File: config.mk
export PLATFORM = sky130hd
export DESIGN_NAME = keypad_scan
export DESIGN_NICKNAME = d
export VERILOG_FILES = /design/src/rtl/keypad_scan.sv
export SDC_FILE = /design/constraint.sdc
export NUM_CORES = 1
export LEC_CHECK = 0
export ABC_AREA = 1
export BUFFER_PORTS_ARGS = -buffer_cell sky130_fd_sc_hd__buf_2
export CAP_MARGIN = 20
export CELL_PAD_IN_SITES_DETAIL_PLACEMENT = 1
export CELL_PAD_IN_SITES_GLOBAL_PLACEMENT = 2
export CORE_MARGIN = 10
export CORE_UTILIZATION = 35
export DETAILED_ROUTE_END_ITERATION = 10
export PLACE_DENSITY_LB_ADDON = 0.3
export SETUP_SLACK_MARGIN = 0.5
export SLEW_MARGIN = 0
export SYNTH_ARGS = -nofsm -noshare
export SYNTH_HDL_FRONTEND = slang
export SYNTH_SLANG_ARGS = --single-unit
File: constraint.sdc
create_clock -name clk -period 3.8 [get_ports clk]
set_input_delay 0.76 -clock clk [delete_from_list [all_inputs] [get_ports clk]]
set_output_delay 0.76 -clock clk [all_outputs]
set_load 0.03 [all_outputs]
File: src/rtl/keypad_scan.sv
// keypad_scan: 4x4 matrix keypad scanner for the Pmod KYPD.
// Drives one column low at a time, debounces a single pressed row, emits a
// one-cycle key_valid per accepted press and shifts the key's hex code into
// a four-digit entry register. Release must also be stable before the next
// key can be accepted. STABLE_COUNT is expected to be at least 2.
module keypad_scan #(
    parameter int SCAN_DIV     = 50000,
    parameter int STABLE_COUNT = 8
) (
    input  logic        clk,
    input  logic        rst_n,
    input  logic [3:0]  row,
    input  logic        clr,
    output logic [3:0]  col,
    output logic        key_valid,
    output logic [3:0]  key_code,
    output logic        key_held,
    output logic [15:0] val
);

    localparam int DIV_W = (SCAN_DIV > 1) ? $clog2(SCAN_DIV) : 1;
    localparam int CNT_W = $clog2(STABLE_COUNT + 1);
    localparam logic [DIV_W-1:0] DIV_LAST = DIV_W'(SCAN_DIV - 1);
    localparam logic [CNT_W-1:0] CNT_DONE = CNT_W'(STABLE_COUNT);

    typedef enum logic [1:0] {
        SCAN,
        DEBOUNCE,
        PRESSED,
        RELEASE
    } state_t;

    logic [3:0]       row_meta;
    logic [3:0]       rs;
    logic [DIV_W-1:0] div_cnt;
    logic             sample;

    state_t           state,   state_next;
    logic [1:0]       col_idx, col_idx_next;
    logic [CNT_W-1:0] cnt,     cnt_next;
    logic [3:0]       lat,     lat_next;
    logic [CNT_W-1:0] cnt_inc;
    logic             accept;
    logic             rs_one_low;
    logic [3:0]       new_code;

    // Row index of the single low bit in an active-low row pattern.
    function automatic logic [1:0] row_index(input logic [3:0] r);
        logic [1:0] idx;
        idx = 2'd0;
        case (r)
            4'b1110: idx = 2'd0;
            4'b1101: idx = 2'd1;
            4'b1011: idx = 2'd2;
            4'b0111: idx = 2'd3;
            default: idx = 2'd0;
        endcase
        return idx;
    endfunction

    // Pmod KYPD legend for {row index, column index}.
    function automatic logic [3:0] key_lookup(input logic [1:0] r, input logic [1:0] c);
        logic [3:0] k;
        k = 4'h0;
        case ({r, c})
            4'b00_00: k = 4'h1;
            4'b01_00: k = 4'h4;
            4'b10_00: k = 4'h7;
            4'b11_00: k = 4'h0;
            4'b00_01: k = 4'h2;
            4'b01_01: k = 4'h5;
            4'b10_01: k = 4'h8;
            4'b11_01: k = 4'hF;
            4'b00_10: k = 4'h3;
            4'b01_10: k = 4'h6;
            4'b10_10: k = 4'h9;
            4'b11_10: k = 4'hE;
            4'b00_11: k = 4'hA;
            4'b01_11: k = 4'hB;
            4'b10_11: k = 4'hC;
            default:  k = 4'hD;
        endcase
        return k;
    endfunction

    // Two-flop synchronizer for the asynchronous row lines; idles at "no key".
    always_ff @(posedge clk) begin
        // NOTE: non-blocking assignments let each flop capture its pre-edge
        // input; blocking ones would merge both stages into a single flop.
        if (!rst_n) begin
            row_meta <= 4'hF;
            rs       <= 4'hF;
        end else begin
            row_meta <= row;
            rs       <= row_meta;
        end
    end

    // Sample-period divider: counts 0..SCAN_DIV-1, sample point on the last count.
    always_ff @(posedge clk) begin
        if (!rst_n) begin
            div_cnt <= '0;
        end else if (sample) begin
            div_cnt <= '0;
        end else begin
            div_cnt <= div_cnt + DIV_W'(1);
        end
    end

    assign sample     = (div_cnt == DIV_LAST);
    assign rs_one_low = ($countones(~rs) == 1);
    assign cnt_inc    = cnt + CNT_W'(1);
    assign new_code   = key_lookup(row_index(lat), col_idx);

    // FSM state register together with the column, stable count and latched row.
    always_ff @(posedge clk) begin
        if (!rst_n) begin
            state   <= SCAN;
            col_idx <= 2'd0;
            cnt     <= '0;
            lat     <= 4'hF;
        end else begin
            state   <= state_next;
            col_idx <= col_idx_next;
            cnt     <= cnt_next;
            lat     <= lat_next;
        end
    end

    // Next-state logic: scanning, press debounce, hold, release debounce.
    always_comb begin
        // NOTE: every output of this block gets a default before the case so
        // no path leaves one unassigned, which would infer a latch.
        state_next   = state;
        col_idx_next = col_idx;
        cnt_next     = cnt;
        lat_next     = lat;
        accept       = 1'b0;
        case (state)
            SCAN: begin
                if (sample) begin
                    if (rs_one_low) begin
                        state_next = DEBOUNCE;
                        lat_next   = rs;
                        cnt_next   = CNT_W'(1);
                    end else begin
                        // Idle or ambiguous multi-row pattern: keep scanning.
                        col_idx_next = col_idx + 2'd1;
                    end
                end
            end
            DEBOUNCE: begin
                if (sample) begin
                    if (rs == lat) begin
                        cnt_next = cnt_inc;
                        if (cnt_inc >= CNT_DONE) begin
                            state_next = PRESSED;
                            accept     = 1'b1;
                        end
                    end else begin
                        state_next   = SCAN;
                        col_idx_next = col_idx + 2'd1;
                    end
                end
            end
            PRESSED: begin
                if (sample && rs == 4'hF) begin
                    state_next = RELEASE;
                    cnt_next   = CNT_W'(1);
                end
            end
            RELEASE: begin
                if (sample) begin
                    if (rs == 4'hF) begin
                        cnt_next = cnt_inc;
                        if (cnt_inc >= CNT_DONE) begin
                            state_next   = SCAN;
                            col_idx_next = 2'd0;
                            cnt_next     = '0;
                        end
                    end else begin
                        state_next = PRESSED;
                    end
                end
            end
            default: begin
                state_next   = SCAN;
                col_idx_next = 2'd0;
                cnt_next     = '0;
            end
        endcase
    end

    // Moore outputs: active-low column drive and held indication.
    always_comb begin
        col      = ~(4'b0001 << col_idx);
        key_held = (state == PRESSED) || (state == RELEASE);
    end

    // Accept pulse, last key code and the shifting entry register with clear.
    always_ff @(posedge clk) begin
        if (!rst_n) begin
            key_valid <= 1'b0;
            key_code  <= 4'h0;
            val       <= 16'h0000;
        end else begin
            key_valid <= accept;
            if (accept) begin
                key_code <= new_code;
                val      <= clr ? {12'h000, new_code} : {val[11:0], new_code};
            end else if (clr) begin
                val <= 16'h0000;
            end
        end
    end

endmodule

Word level (Yosys, flattened, before mapping)
Memory sizes are Yosys's and may differ from the RTL's.
Index checks and enable logic that the tools add are counted.

storage, ports and cells
  bits in registers = 57
  latch bits = 0
  bits in writable memories = 0
  memory bits (read-only) = 64
  input bits = 7
  output and inout port bits = 26
  word-level logic and storage cells = 88
  memories = 1

cells by class
  add/sub/neg operators = 6
  multiply operators = 0
  div/mod/pow operators = 0
  $lt $le $gt $ge = 1
  equal/unequal tests = 22
  shifts and indexed selects = 1
  mux-type cells = 34
  bitwise logic cells = 3
  reduce and logical (&&, ||, !) cells = 10

memory list
  memory           words  width  read ports  clocked after Yosys merged registers in  wr ports  line  text
  (no name shown)  16     4      1           0                                        0         65    case ({r, c})

operator list
  cell                                                 count
  2-to-1 mux 16 bit                                    3
  2-to-1 mux 4 bit                                     8
  2-to-1 mux 2 bit                                     15
  != test 2 bit, second input constant                 10
  adder 16 x 1 -> 16 bit, second input constant        1
  equality test 16 bit, second input constant          1
  case mux 4 bit (4 select lines)                      1
  AND reduction 7 bit                                  2
  equality test 4 bit, second input constant           3
  case mux 2 bit (3 select lines)                      2
  inverter 4 bit                                       2
  case mux 2 bit (4 select lines)                      1
  AND reduction 8 bit                                  1
  != test 3 bit, second input constant                 2
  adder 1 x 1 -> 2 bit                                 2
  adder 4 x 1 -> 4 bit, second input constant          1
  equality test 2 bit, second input constant           2
  equality test 4 x 3 -> 1 bit, second input constant  1
  equality test 4 bit                                  1
  >= comparator 4 bit, second input constant           1
  2-to-1 mux 1 bit                                     4
  << shifter 1 x 2 -> 4 bit, first input constant      1
  adder 2 x 2 -> 3 bit                                 1
  equality test 3 x 1 -> 1 bit, second input constant  1
  10 further kinds                                     10

Logic depth before layout (Yosys ltp)
  depth after elaboration = 7
  gate-level depth with buffers = 13
  gate-level depth less buffers = 13

Worst setup path before layout
OpenSTA, ideal clock, no wires.

  path type = register to register
  start point = reg rs[0]
  end point = reg cnt[0]
  library setup time = 0.113 ns
  data arrival time = 2.033 ns
  data required time = 3.687 ns
  path slack = 1.654 ns
  stages on the path, launching flop included = 12
  buffers on the path = 0
  period minus slack after synthesis = 2.146 ns
  cells stage by stage = dfxtp_1 -> fa_1 -> inv_1 -> ha_1 -> ha_1 -> nor2_1 -> nand2_1 -> nand2_1 -> a21boi_0 -> nand2_2 -> nor2_1 -> nor2_1

on the way
  word-level cells in the longest chain between the ends = 6
  elaborated cells on any way between the ends = 12
  those cells by class = add/sub (2); eq/ne (7); bitwise (1); reduce/logical (2)

RTL lines
  item                                        line  text
  start, declared                             34    logic [3:0] rs;
  start signal, assigned                      95    rs <= row_meta;
  inverter 4 bit                              111   assign rs_one_low = ($countones(~rs) == 1);
  adder 1 x 1 -> 2 bit (implied by the code)  111
  adder 2 x 2 -> 3 bit (implied by the code)  111
  equality test 3 x 1 -> 1 bit                111
  != test 2 bit (no line)                     -
  AND reduction 7 bit (no line) (*)           -
  end signal, assigned                        125   cnt <= cnt_next;
  end, declared                               40    logic [CNT_W-1:0] cnt, cnt_next;

Mark *: on every way between the ends. The rest lies on a longest branch, timed or not.
A chain may end at the register's enable or synchronous reset.

Worst setup path after layout
  start point = reg rs[0]
  end point = reg lat[0]

on the way
  word-level cells in the longest chain between the ends = 5

RTL lines
  item                                        line  text
  inverter 4 bit                              111
  adder 1 x 1 -> 2 bit (implied by the code)  111
  adder 2 x 2 -> 3 bit (implied by the code)  111
  equality test 3 x 1 -> 1 bit                111
  AND reduction 3 bit (no line)               -
  end signal, assigned                        126   lat <= lat_next;
  end, declared                               41    logic [3:0] lat, lat_next;

Several ways; a longest one is shown, not always the timed one.

==> metrics.txt <==
Int Power=1004 µW; CTS clock-pin slew for the worst setup and hold paths=0.07 ns; DR WL/cell=12.87 µm; root buf cell=clkbuf_8; total CTS buffers=9; initial antenna violation count=0; CP required=approximately 4 ns; cell repeated most along the worst path=ha_1; TritonCTS clock tree=built; Layout area overhead=16.42%; mux contribution to synthesized area=0%; synth unique cells=32; Die Footprint=around 12000 µm²; CP Cell Sequence=fa_1 -> inv_1 -> ha_1 -> ha_1 -> nor2_1 -> nand3_1 -> or2_0 -> nand2_1 -> o211ai_1; NetSw=around 280 µW; IO Port Bufs=32; Detailed Route WL=approximately 7 mm; via count=2555; ANT cells=0; vias in the first global route=around 2700; Final GP Congestion=about 0.8; crit share post-route=61.98%; family with the most delay on the worst path=adder cells; row cnt=32; CP max-delay cell=fa_1; final slew viol count=0; Simple-Gate Fraction of Synth Area=33.16%; Worst Setup Start Kind=flip-flop; post-synthesis register bit count=57; Hold Path Class=flip-flop to flip-flop; final number of setup-violating endpoints=0; Iter 0 DRT Violations=93; instance count of the mapped netlist=411; max_slew headroom=41.76%; setup TNS=0 ns; first-pass GRT wire length=about 12 mm; Routed Antenna Nets=0; PwrDens=390.9 nW/µm²; main combinational cell family by area after synthesis=simple AND/OR/NAND/NOR gates; area of the core=approximately 7800 µm²; async set-reset flop share out of synthesis=0%; final worst setup slack=1.445 ns; initial core utilization=36.20%; Power Total=1286 µW; worst-path fanout max=8; vias per cell=4.629; Seq/Total Area, Yosys=between 40% and 50%; Synth Area in XOR/XNOR=1.815%; Synth Area in Compound Gates=9.606%; crit end category=flip-flop; clock tree buffer depth=2; die height=109.9 µm; critical path class=flip-flop to flip-flop; post-synthesis adder-cell area fraction=roughly 5.1%; DR DRC count=0; RSZ-0062 raised after global routing=no; most frequent cells in the layout=105 x nand2_1, 58 x nor2_1, 57 x inv_1, 57 x dfxtp_1, 32 x buf_2; clock power share=49.4%; H-tree depth=3; hold_buf cts=0; Sequential Power Share=47.3%; Syn Area/Cell=between 6 and 7 µm²; Max Fclk=0.4246 GHz; Die Width=109.9 µm; grt total ovfl=0; Worst EP arrival=2.56 ns; number of I/O pins=33; drt pass-1 iters=4; Synth Net Count=~430; Post-CTS Setup Bufs=0; DP HPWL=5.237 mm; Post-Place Worst Slack=1.256 ns; final net count=463; clk_skew=about 0.0085 ns; VDD IR max=0.0002153 V; Fin. Hold Viols=0; crit-path max cell delay=0.54 ns; Crit path buffers/inverters=1; Post-synth EDFFs=0; Least-Margin Pin Slew=0.8726 ns; commonest non-fill, non-tap cell in the layout=nand2_1; status=complete, no violations; overall routing resource usage=approximately an eighth; combinational share of power=3.3%; pin count of the biggest net entering global routing=32; clock sinks=57; latest clock arrival within the worst-skew pair=0.34 ns; Top FF cell, synth=dfxtp_1; max-cap viol count=0; mapped cell area=approximately 2800 µm²; switching share of power=21.98%; layout cells sized above 1=approximately 16%; Synth warnings=0; crit path time final=2.355 ns; cell leakage power=0.001614 µW; Post-CTS Resized=0
[per-stage QoR]
step	utilization (%)	instance area [µm²]	hold WS, ns	cells
after global placement	39.33	3070	0.3997	536
after CTS	42.15	3291	0.4191	552
final	42.15	3291	0.4188	552
after floorplan	-	2826	0.3925	411
after detailed placement	39.33	3070	0.4034	536
after global routing	42.15	3291	0.4359	552
[cell type report]
class,count,area [µm²]
Multi-Input combinational cell,282,1405
Clock inverter,5,78.83
Clock buffer,11,141.4
Sequential cell,57,1141
Fill cell,1034,4517
Inverter,63,236.5
Tap cell,102,127.6
Timing Repair Buffer,32,160.2
[kinds of logic (layout without fill, tap and decap cells)]
family | after synthesis | after routing
AOI/OAI and AO/OA | 48 | 48
adders and majority gates | 11 | 11
and+or+nand+nor | 218 | 218
DFF | 57 | 57
xor gates and xnor gates | 5 | 5
buffers and inverters | 72 | 111
[routing by layer]
metal  GRT usage, %  part of all wire (%)
met1          15.47                    48
met2          21.17                    47
met3          2.984                   3.2
met4          5.297                   1.4
met5              0                     0
[path summary, 6_finish.rpt]
kind / from / end / slack, ns / cells after the start
worst max-delay path: rs[0] / lat[0] / 1.44 / 9
worst min-delay path: row_meta[3] / rs[3] / 0.42 / 1
worst max register to register: rs[0] / lat[0] / 1.44 / 9
worst min register to register: row_meta[3] / rs[3] / 0.42 / 1
[power by group through the flow]
stage          sequential (µW)  combinational, µW  clock (µW)
2_1_floorplan              621               30.5           0
3_3_place_gp               622               41.8           0
3_5_place_dp               622               43.4           0
4_1_cts                    608               43.6         648
5_1_grt                    609               49.6         680
6_report                   609               42.5         635
[cell usage after synthesis (2+ instances only)]
library cell | instances | share of area, %
nand3_1 | 29 | 5.1
a21oi_1 | 27 | 4.8
nor3_1 | 5 | 0.89
clkinv_1 | 2 | 0.27
nor2_2 | 3 | 0.66
nor2_1 | 58 | 7.7
nand2_1 | 105 | 14
inv_2 | 4 | 0.53
o21ai_0 | 11 | 1.9
inv_1 | 57 | 7.6
buf_4 | 2 | 0.53
buf_2 | 2 | 0.35
or2_2 | 9 | 2.0
dfxtp_1 | 57 | 40
o211ai_2 | 2 | 0.89
clkbuf_1 | 5 | 0.66
ha_1 | 10 | 4.4
o211ai_1 | 5 | 1.3
nand2_2 | 3 | 0.66
xor2_1 | 3 | 0.93
[registers in the layout (all words and copies together) (netlist names)]
signal     flops
cnt            4
state          2
lat            4
div_cnt       16
row_meta       4
rs             4
col_idx        2
val           16
key_code       4
key_valid      1
[worst reg2reg max path, stage by stage, from the launching register on]
cell and delay, ns:
dfxtp_1 0.35, fa_1 0.54, inv_1 0.04, ha_1 0.17
ha_1 0.27, nor2_1 0.16, nand3_1 0.11, or2_0 0.39
nand2_1 0.12, o211ai_1 0.09
(Power assumes the default switching activity.)
